$ cat src/rtl/dram_cmd_scheduler.sv
// dram_cmd_scheduler
// Front end for the DDR3 controller state machine. It debounces the board
// write/read buttons, captures the switch byte when a write press is
// accepted, and generates periodic refresh requests with a bounded
// postponement count. It arbitrates refresh > write > read and holds exactly
// one request level until the controller acknowledges it.
//
// Ports:
//   CLK, RESET      system clock, synchronous active-high reset
//   btn_write       raw asynchronous write button
//   btn_read        raw asynchronous read button
//   switch[7:0]     write data source, captured on an accepted write press
//   cmd_ack         one-cycle accept pulse from the controller
//   REF/WRITE/READ  registered request levels, at most one high
//   Data_Write[7:0] byte captured at the accepted write press
//   ref_pending[3:0] queued refresh count
//   ref_overflow    sticky, a refresh tick was lost at saturation
//   ack_timeout     sticky, a request waited ACK_TIMEOUT cycles for an ack
//   busy            high while a request is being presented

// Synchronizer plus level debouncer for one button. The debounced level only
// follows the synchronized input after CYCLES consecutive differing cycles.
// rise is high for the one cycle after the debounced level goes 0 to 1.
module dram_btn_debounce #(
  parameter int CYCLES = 4
) (
  input  logic clk,
  input  logic reset,
  input  logic raw,
  output logic rise
);

  localparam int CW = $clog2(CYCLES + 1);

  logic          sync1;
  logic          sync2;
  logic          level;
  logic          level_q;
  logic [CW-1:0] cnt;

  // The counter only runs while the synchronized input disagrees with the
  // debounced level; any agreeing cycle restarts the qualification window.
  always_ff @(posedge clk) begin
    if (reset) begin
      sync1   <= 1'b0;
      sync2   <= 1'b0;
      level   <= 1'b0;
      level_q <= 1'b0;
      cnt     <= '0;
    end else begin
      sync1   <= raw;
      sync2   <= sync1;
      level_q <= level;
      if (sync2 != level) begin
        if (cnt == CW'(CYCLES - 1)) begin
          level <= sync2;
          cnt   <= '0;
        end else begin
          cnt <= cnt + 1'b1;
        end
      end else begin
        cnt <= '0;
      end
    end
  end

  assign rise = level & ~level_q;

endmodule

module dram_cmd_scheduler #(
  parameter int REF_INTERVAL    = 6400000,
  parameter int DEBOUNCE_CYCLES = 1000000,
  parameter int MAX_PENDING     = 8,
  parameter int ACK_TIMEOUT     = 4096
) (
  input  logic       CLK,
  input  logic       RESET,
  input  logic       btn_write,
  input  logic       btn_read,
  input  logic [7:0] switch,
  input  logic       cmd_ack,
  output logic       REF,
  output logic       WRITE,
  output logic       READ,
  output logic [7:0] Data_Write,
  output logic [3:0] ref_pending,
  output logic       ref_overflow,
  output logic       ack_timeout,
  output logic       busy
);

  localparam int RW = $clog2(REF_INTERVAL + 1);
  localparam int AW = $clog2(ACK_TIMEOUT + 1);

  typedef enum logic [1:0] {IDLE, ISSUE_REF, ISSUE_WR, ISSUE_RD} state_t;

  state_t        state;
  state_t        state_next;
  logic          wr_rise;
  logic          rd_rise;
  logic          wr_pend;
  logic          rd_pend;
  logic [RW-1:0] ref_cnt;
  logic          ref_tick;
  logic [AW-1:0] wait_cnt;
  logic          wait_expired;
  logic          ack_ref;
  logic          ack_wr;
  logic          ack_rd;
  logic          timeout_hit;
  logic          wr_set;
  logic          rd_set;

  dram_btn_debounce #(.CYCLES(DEBOUNCE_CYCLES)) u_db_write (
    .clk   (CLK),
    .reset (RESET),
    .raw   (btn_write),
    .rise  (wr_rise)
  );

  dram_btn_debounce #(.CYCLES(DEBOUNCE_CYCLES)) u_db_read (
    .clk   (CLK),
    .reset (RESET),
    .raw   (btn_read),
    .rise  (rd_rise)
  );

  assign ref_tick     = (ref_cnt == RW'(REF_INTERVAL - 1));
  assign wait_expired = (wait_cnt == AW'(ACK_TIMEOUT - 1));

  // A new press is accepted when nothing is pending, or when the old request
  // is being acknowledged in the same cycle, so the pend stays set.
  assign wr_set = wr_rise & (~wr_pend | ack_wr);
  assign rd_set = rd_rise & (~rd_pend | ack_rd);

  // Arbiter next state. An ack wins over a simultaneous timeout; a timeout
  // drops back to IDLE without clearing the request so it is retried.
  always_comb begin
    state_next  = state;
    ack_ref     = 1'b0;
    ack_wr      = 1'b0;
    ack_rd      = 1'b0;
    timeout_hit = 1'b0;
    case (state)
      IDLE: begin
        if (ref_pending != 4'd0)
          state_next = ISSUE_REF;
        else if (wr_pend)
          state_next = ISSUE_WR;
        else if (rd_pend)
          state_next = ISSUE_RD;
      end
      ISSUE_REF: begin
        if (cmd_ack) begin
          ack_ref    = 1'b1;
          state_next = IDLE;
        end else if (wait_expired) begin
          timeout_hit = 1'b1;
          state_next  = IDLE;
        end
      end
      ISSUE_WR: begin
        if (cmd_ack) begin
          ack_wr     = 1'b1;
          state_next = IDLE;
        end else if (wait_expired) begin
          timeout_hit = 1'b1;
          state_next  = IDLE;
        end
      end
      ISSUE_RD: begin
        if (cmd_ack) begin
          ack_rd     = 1'b1;
          state_next = IDLE;
        end else if (wait_expired) begin
          timeout_hit = 1'b1;
          state_next  = IDLE;
        end
      end
      default: state_next = IDLE;
    endcase
  end

  // State register with request outputs decoded from the next state, so the
  // levels are registered and drop in the same edge that takes the ack.
  always_ff @(posedge CLK) begin
    if (RESET) begin
      state <= IDLE;
      REF   <= 1'b0;
      WRITE <= 1'b0;
      READ  <= 1'b0;
      busy  <= 1'b0;
    end else begin
      state <= state_next;
      REF   <= (state_next == ISSUE_REF);
      WRITE <= (state_next == ISSUE_WR);
      READ  <= (state_next == ISSUE_RD);
      busy  <= (state_next != IDLE);
    end
  end

  // Wait counter is held at zero in IDLE and on the way out of an ISSUE
  // state, so every ISSUE entry starts a fresh timeout window.
  always_ff @(posedge CLK) begin
    if (RESET)
      wait_cnt <= '0;
    else if (state == IDLE || state_next == IDLE)
      wait_cnt <= '0;
    else
      wait_cnt <= wait_cnt + 1'b1;
  end

  // Refresh interval timer and postponement count. A tick coinciding with a
  // refresh ack cancels out and never counts as an overflow.
  always_ff @(posedge CLK) begin
    if (RESET) begin
      ref_cnt      <= '0;
      ref_pending  <= 4'd0;
      ref_overflow <= 1'b0;
    end else begin
      ref_cnt <= ref_tick ? '0 : ref_cnt + 1'b1;
      case ({ref_tick, ack_ref})
        2'b10: begin
          if (ref_pending == 4'(MAX_PENDING))
            ref_overflow <= 1'b1;
          else
            ref_pending <= ref_pending + 1'b1;
        end
        2'b01:   ref_pending <= ref_pending - 1'b1;
        default: ref_pending <= ref_pending;
      endcase
    end
  end

  // Button request flags, write data capture and the sticky timeout flag.
  // Data_Write only moves when a write press is accepted.
  always_ff @(posedge CLK) begin
    if (RESET) begin
      wr_pend     <= 1'b0;
      rd_pend     <= 1'b0;
      Data_Write  <= 8'h00;
      ack_timeout <= 1'b0;
    end else begin
      if (wr_set) begin
        wr_pend    <= 1'b1;
        Data_Write <= switch;
      end else if (ack_wr) begin
        wr_pend <= 1'b0;
      end
      if (rd_set)
        rd_pend <= 1'b1;
      else if (ack_rd)
        rd_pend <= 1'b0;
      if (timeout_hit)
        ack_timeout <= 1'b1;
    end
  end

endmodule
$ cat config.mk
export PLATFORM = sky130hd
export DESIGN_NAME = dram_cmd_scheduler
export DESIGN_NICKNAME = d
export VERILOG_FILES = /design/src/rtl/dram_cmd_scheduler.sv
export SDC_FILE = /design/constraint.sdc
export NUM_CORES = 1
export LEC_CHECK = 0
export BUFFER_PORTS_ARGS = -buffer_cell sky130_fd_sc_hd__buf_2
export CAP_MARGIN = 20
export CORE_ASPECT_RATIO = 1.5
export CORE_MARGIN = 2
export CORE_UTILIZATION = 50
export CTS_BUF_LIST = sky130_fd_sc_hd__clkbuf_8
export DETAILED_ROUTE_END_ITERATION = 8
export PLACE_DENSITY_LB_ADDON = 0.08
export RECOVER_POWER = 50
export SLEW_MARGIN = 20
export SYNTH_ARGS = -nofsm -noshare
export SYNTH_HDL_FRONTEND = slang
export SYNTH_HIERARCHICAL = 1
export SYNTH_SLANG_ARGS = --single-unit
export TNS_END_PERCENT = 50
$ cat constraint.sdc
create_clock -name CLK -period 4.1 [get_ports CLK]
set_clock_uncertainty 0.05 [all_clocks]
set_input_delay 0.41 -clock CLK [delete_from_list [all_inputs] [get_ports CLK]]
set_output_delay 0.41 -clock CLK [all_outputs]
set_load 0.01 [all_outputs]
==> impl_metrics.csv <==
group,metric,value,unit
status,outcome,"finished with violations",
status,violations,"capacitance limit, slew limit",
drt,num_vias,3475,
cells_and_area,num_antenna_cells,0,
yosys,yosysSeqAreaShare,0.459,
yosys,synth_fa_ha_area_frac,0.0205,
setup_path,ff2ff_path_depth,4,
timing,rsz0062_at_grt,"no",
timing,post-route-period-util,0.777,
flow_run,cap_violations,3,
clock_network,ctsHoldBuffers,0,
timing,hold_violations,0,
floorplan,start_util,0.506,
timing,tns,0,ns
setup_path,crit_family,"compound AO/OA/AOI/OAI gates",
yosys,synth-compound-area-share,0.0614,
setup_path,crit_path_max_incr_delay,1.59,ns
hold_path,whs_path_depth,2,
yosys,synth_edf_count,0,
global_route,grt_max_degree,40,
clock_network,cts_resized,0,
floorplan,fp.dieW,82.6,um
clock_network,clkLatencyLatePin,0.37,ns
floorplan,rows,43,
yosys,synth_top_family_by_area,"simple AND/OR/NAND/NOR gates",
setup_path,rr_endpoint,"u_db_read/cnt[10]",
cells_and_area,fin_nets,556,
yosys,async_reset_ff_frac,0,
clock_network,clock_path_buffers,2,
drt,postRouteAntennaNets,0,
cells_and_area,layout_commonest_cell,"dfxtp_1",
clock_network,htreeDepth,3,
floorplan,coreArea,9150,um^2
timing,finalCriticalPeriod,3.19,ns
cells_and_area,layout-drive-gt1-share,0.0667,
placed_design,gp_congestion,0.780,
yosys,synthSimpleGateAreaFrac,0.281,
drt,drc,0,
global_route,grt_usage,0.174,
setup_path,cp.required,4.23,ns
drt,dr.pass1.iters,4,
clock_network,cts-root-buf,"clkbuf_8",
cells_and_area,area_growth,6.22,%
timing,relSlewSlack,-0.409,
power_and_ir_drop,ir_worst_vdd,156,uV
clock_network,clkSlewWorstSetupHoldPaths,0.09,ns
clock_network,tritoncts,"done",
setup_path,timing.critical_path.buf_inv,0,
setup_path,end_kind,"flop",
yosys,synth_xor_area_frac,0.119,
timing,fmax,314,MHz
setup_path,slowest_stage,"o21ai_0",
yosys,syn_area,4630,um^2
setup_path,cp-start-kind,"flop",
setup_path,arrival,3.32,ns
clock_network,clock-sinks,106,
drt,vias_per_cell,5.33,
power_and_ir_drop,p_leak,1.59,nW
hold_path,hp-class,"input port to flop",
floorplan,io_pins,31,
floorplan,dieArea,10100,um^2
clock_network,cts_buffers,9,
setup_path,critical_path_class,"flop to flop",
drt,wirelength,8310,um
global_route,antenna_found_initial,0,
yosys,syn_area_per_cell,9.11,um^2
yosys,syn_inst,508,
yosys,synth_cell_types,54,
power_and_ir_drop,powerDensity,328,nW/um^2
cells_and_area,final_cell_count_no_fill,652,
placed_design,place.detailed.hpwl,5770,um
timing,worstMarginPinSlew,2.09,ns
clock_network,post_cts.repair.setup_buffers,0,
timing,setup_viol,0,
yosys,synth.area.mux_share,0.0230,
hold_path,hold_end,"u_db_read/sync1",
floorplan,dieHeight,122,um
global_route,grt_overflow_total,0,
global_route,grt_pass1_wl,13700,um
setup_path,worstPathMaxFanout,19,
global_route,grt_pass1_vias,3142,
yosys,synth_ff_type,"dfxtp_1",
drt,drt-wirelength-per-cell,12.7,um
timing,drv_slew,80,
cells_and_area,final_cell_mix,"dfxtp_1 (106), nor2_1 (97), xnor2_1 (33)",
setup_path,r2r_slack,0.91,ns
timing,worst_slack,0.913,ns
yosys,ys_ff_latch,106,
drt,drt_iter0_drc,109,
placed_design,io_buffers,30,
placed_design,post-place-ws,1.25,ns
yosys,syn_nets,528,
hold_path,hp-start,"btn_read",
yosys,synth-warning-count,6,
setup_path,r2r-start,"u_db_read/cnt[7]",
placed_design,placed_cells_incl_taps,637,
setup_path,cp_cell_sequence,"or4b_1, or3_1, o21ai_0, nor2_1",
[through the flow]
step	util	area (um^2)	hold WS (ns)	power, mW
finish	0.537	4920	0.192	1.61
detailed placement	0.529	4830	0.380	1.09
global route	0.537	4920	0.174	1.69
floorplan	-	4630	0.362	1.08
CTS	0.545	4990	0.161	1.64
global placement	0.529	4830	0.372	1.09
[kinds of logic (layout without fill, tap and decap cells)]
| family | Yosys count | count (layout) |
|---|---|---|
| AND/OR/NAND/NOR | 246 | 246 |
| flip-flops | 106 | 106 |
| XOR/XNOR | 63 | 63 |
| AO/OA/AOI/OAI | 41 | 41 |
| buffers and inverters | 35 | 67 |
| multiplexers | 10 | 10 |
| adder cells (fa/ha/maj) | 7 | 7 |
[flip-flops by register name, summed over array words and instances, names as in the netlist, 2 cells and up]
| register | cells |
|---|---|
| ref_pending | 4 |
| wait_cnt | 13 |
| ref_cnt | 23 |
| u_db_write/cnt | 20 |
| u_db_read/cnt | 20 |
| state | 2 |
| Data_Write | 8 |
[where the power goes]
group          leakage, nW  internal (mW)  switching (mW)  total (mW)
clock               0.0887          0.209           0.338       0.547
sequential           0.855           1.03         0.00335        1.04
combinational        0.645         0.0102          0.0187      0.0289
[metal layers]
metal / track usage / up-vias / part of all wire / routed length, um
met5: 0 / - / 0 / 0
met4: 0.0809 / 0 / 0.021 / 171
met3: 0.0437 / 13 / 0.026 / 220
met2: 0.289 / 27 / 0.49 / 4100
met1: 0.206 / 1622 / 0.46 / 3820
li1: - / 1813 / - / -
[cell usage after synthesis, drive strengths merged (2+ instances only)]
cell / number / area [um^2]
a21o: 4 / 33.8
a21oi: 16 / 87.6
a31o: 2 / 17.5
a31oi: 2 / 12.5
and2: 4 / 26.3
and3: 8 / 55.1
and4: 11 / 96.3
buf: 7 / 62.6
clkbuf: 7 / 28.8
dfxtp: 106 / 2120
ha: 6 / 75.1
inv: 21 / 78.8
mux2: 2 / 26.3
mux2i: 8 / 80.1
nand2: 17 / 63.8
nand2b: 2 / 12.5
nand3: 25 / 125
nand4: 27 / 169
nor2: 97 / 364
nor2b: 10 / 62.6
nor3: 12 / 60.1
nor4: 12 / 90.1
nor4bb: 2 / 20.0
o21ai: 10 / 72.6
o32ai: 2 / 17.5
or2: 2 / 12.5
or3: 8 / 60.1
or4: 3 / 26.3
or4b: 2 / 20.0
xnor2: 33 / 289
xor2: 30 / 263
[final cells by class]
| cell class | instances | area, um^2 |
|---|---|---|
| well taps | 112 | 140 |
| flip-flops and latches | 106 | 2120 |
| fillers | 890 | 4230 |
| repair buffers | 31 | 134 |
| multi-input cells | 367 | 2290 |
| clock inverters | 6 | 28.8 |
| clock buffers | 9 | 124 |
| inverters | 21 | 78.8 |
[worst max-delay path by stage]
| stage | from | endpoint | cells past startpoint |
|---|---|---|---|
| 6_report | u_db_read/cnt[7] | u_db_read/cnt[10] | 4 |
| 5_1_grt | u_db_write/cnt[7] | u_db_write/cnt[9] | 4 |
| 4_1_cts | ref_cnt[18] | ref_pending[3] | 9 |
| 3_5_place_dp | ref_cnt[18] | ref_pending[3] | 9 |
| 3_3_place_gp | ref_cnt[18] | ref_pending[3] | 9 |
| 2_1_floorplan | ref_cnt[18] | ref_pending[3] | 9 |
(Power assumes the default switching activity.)
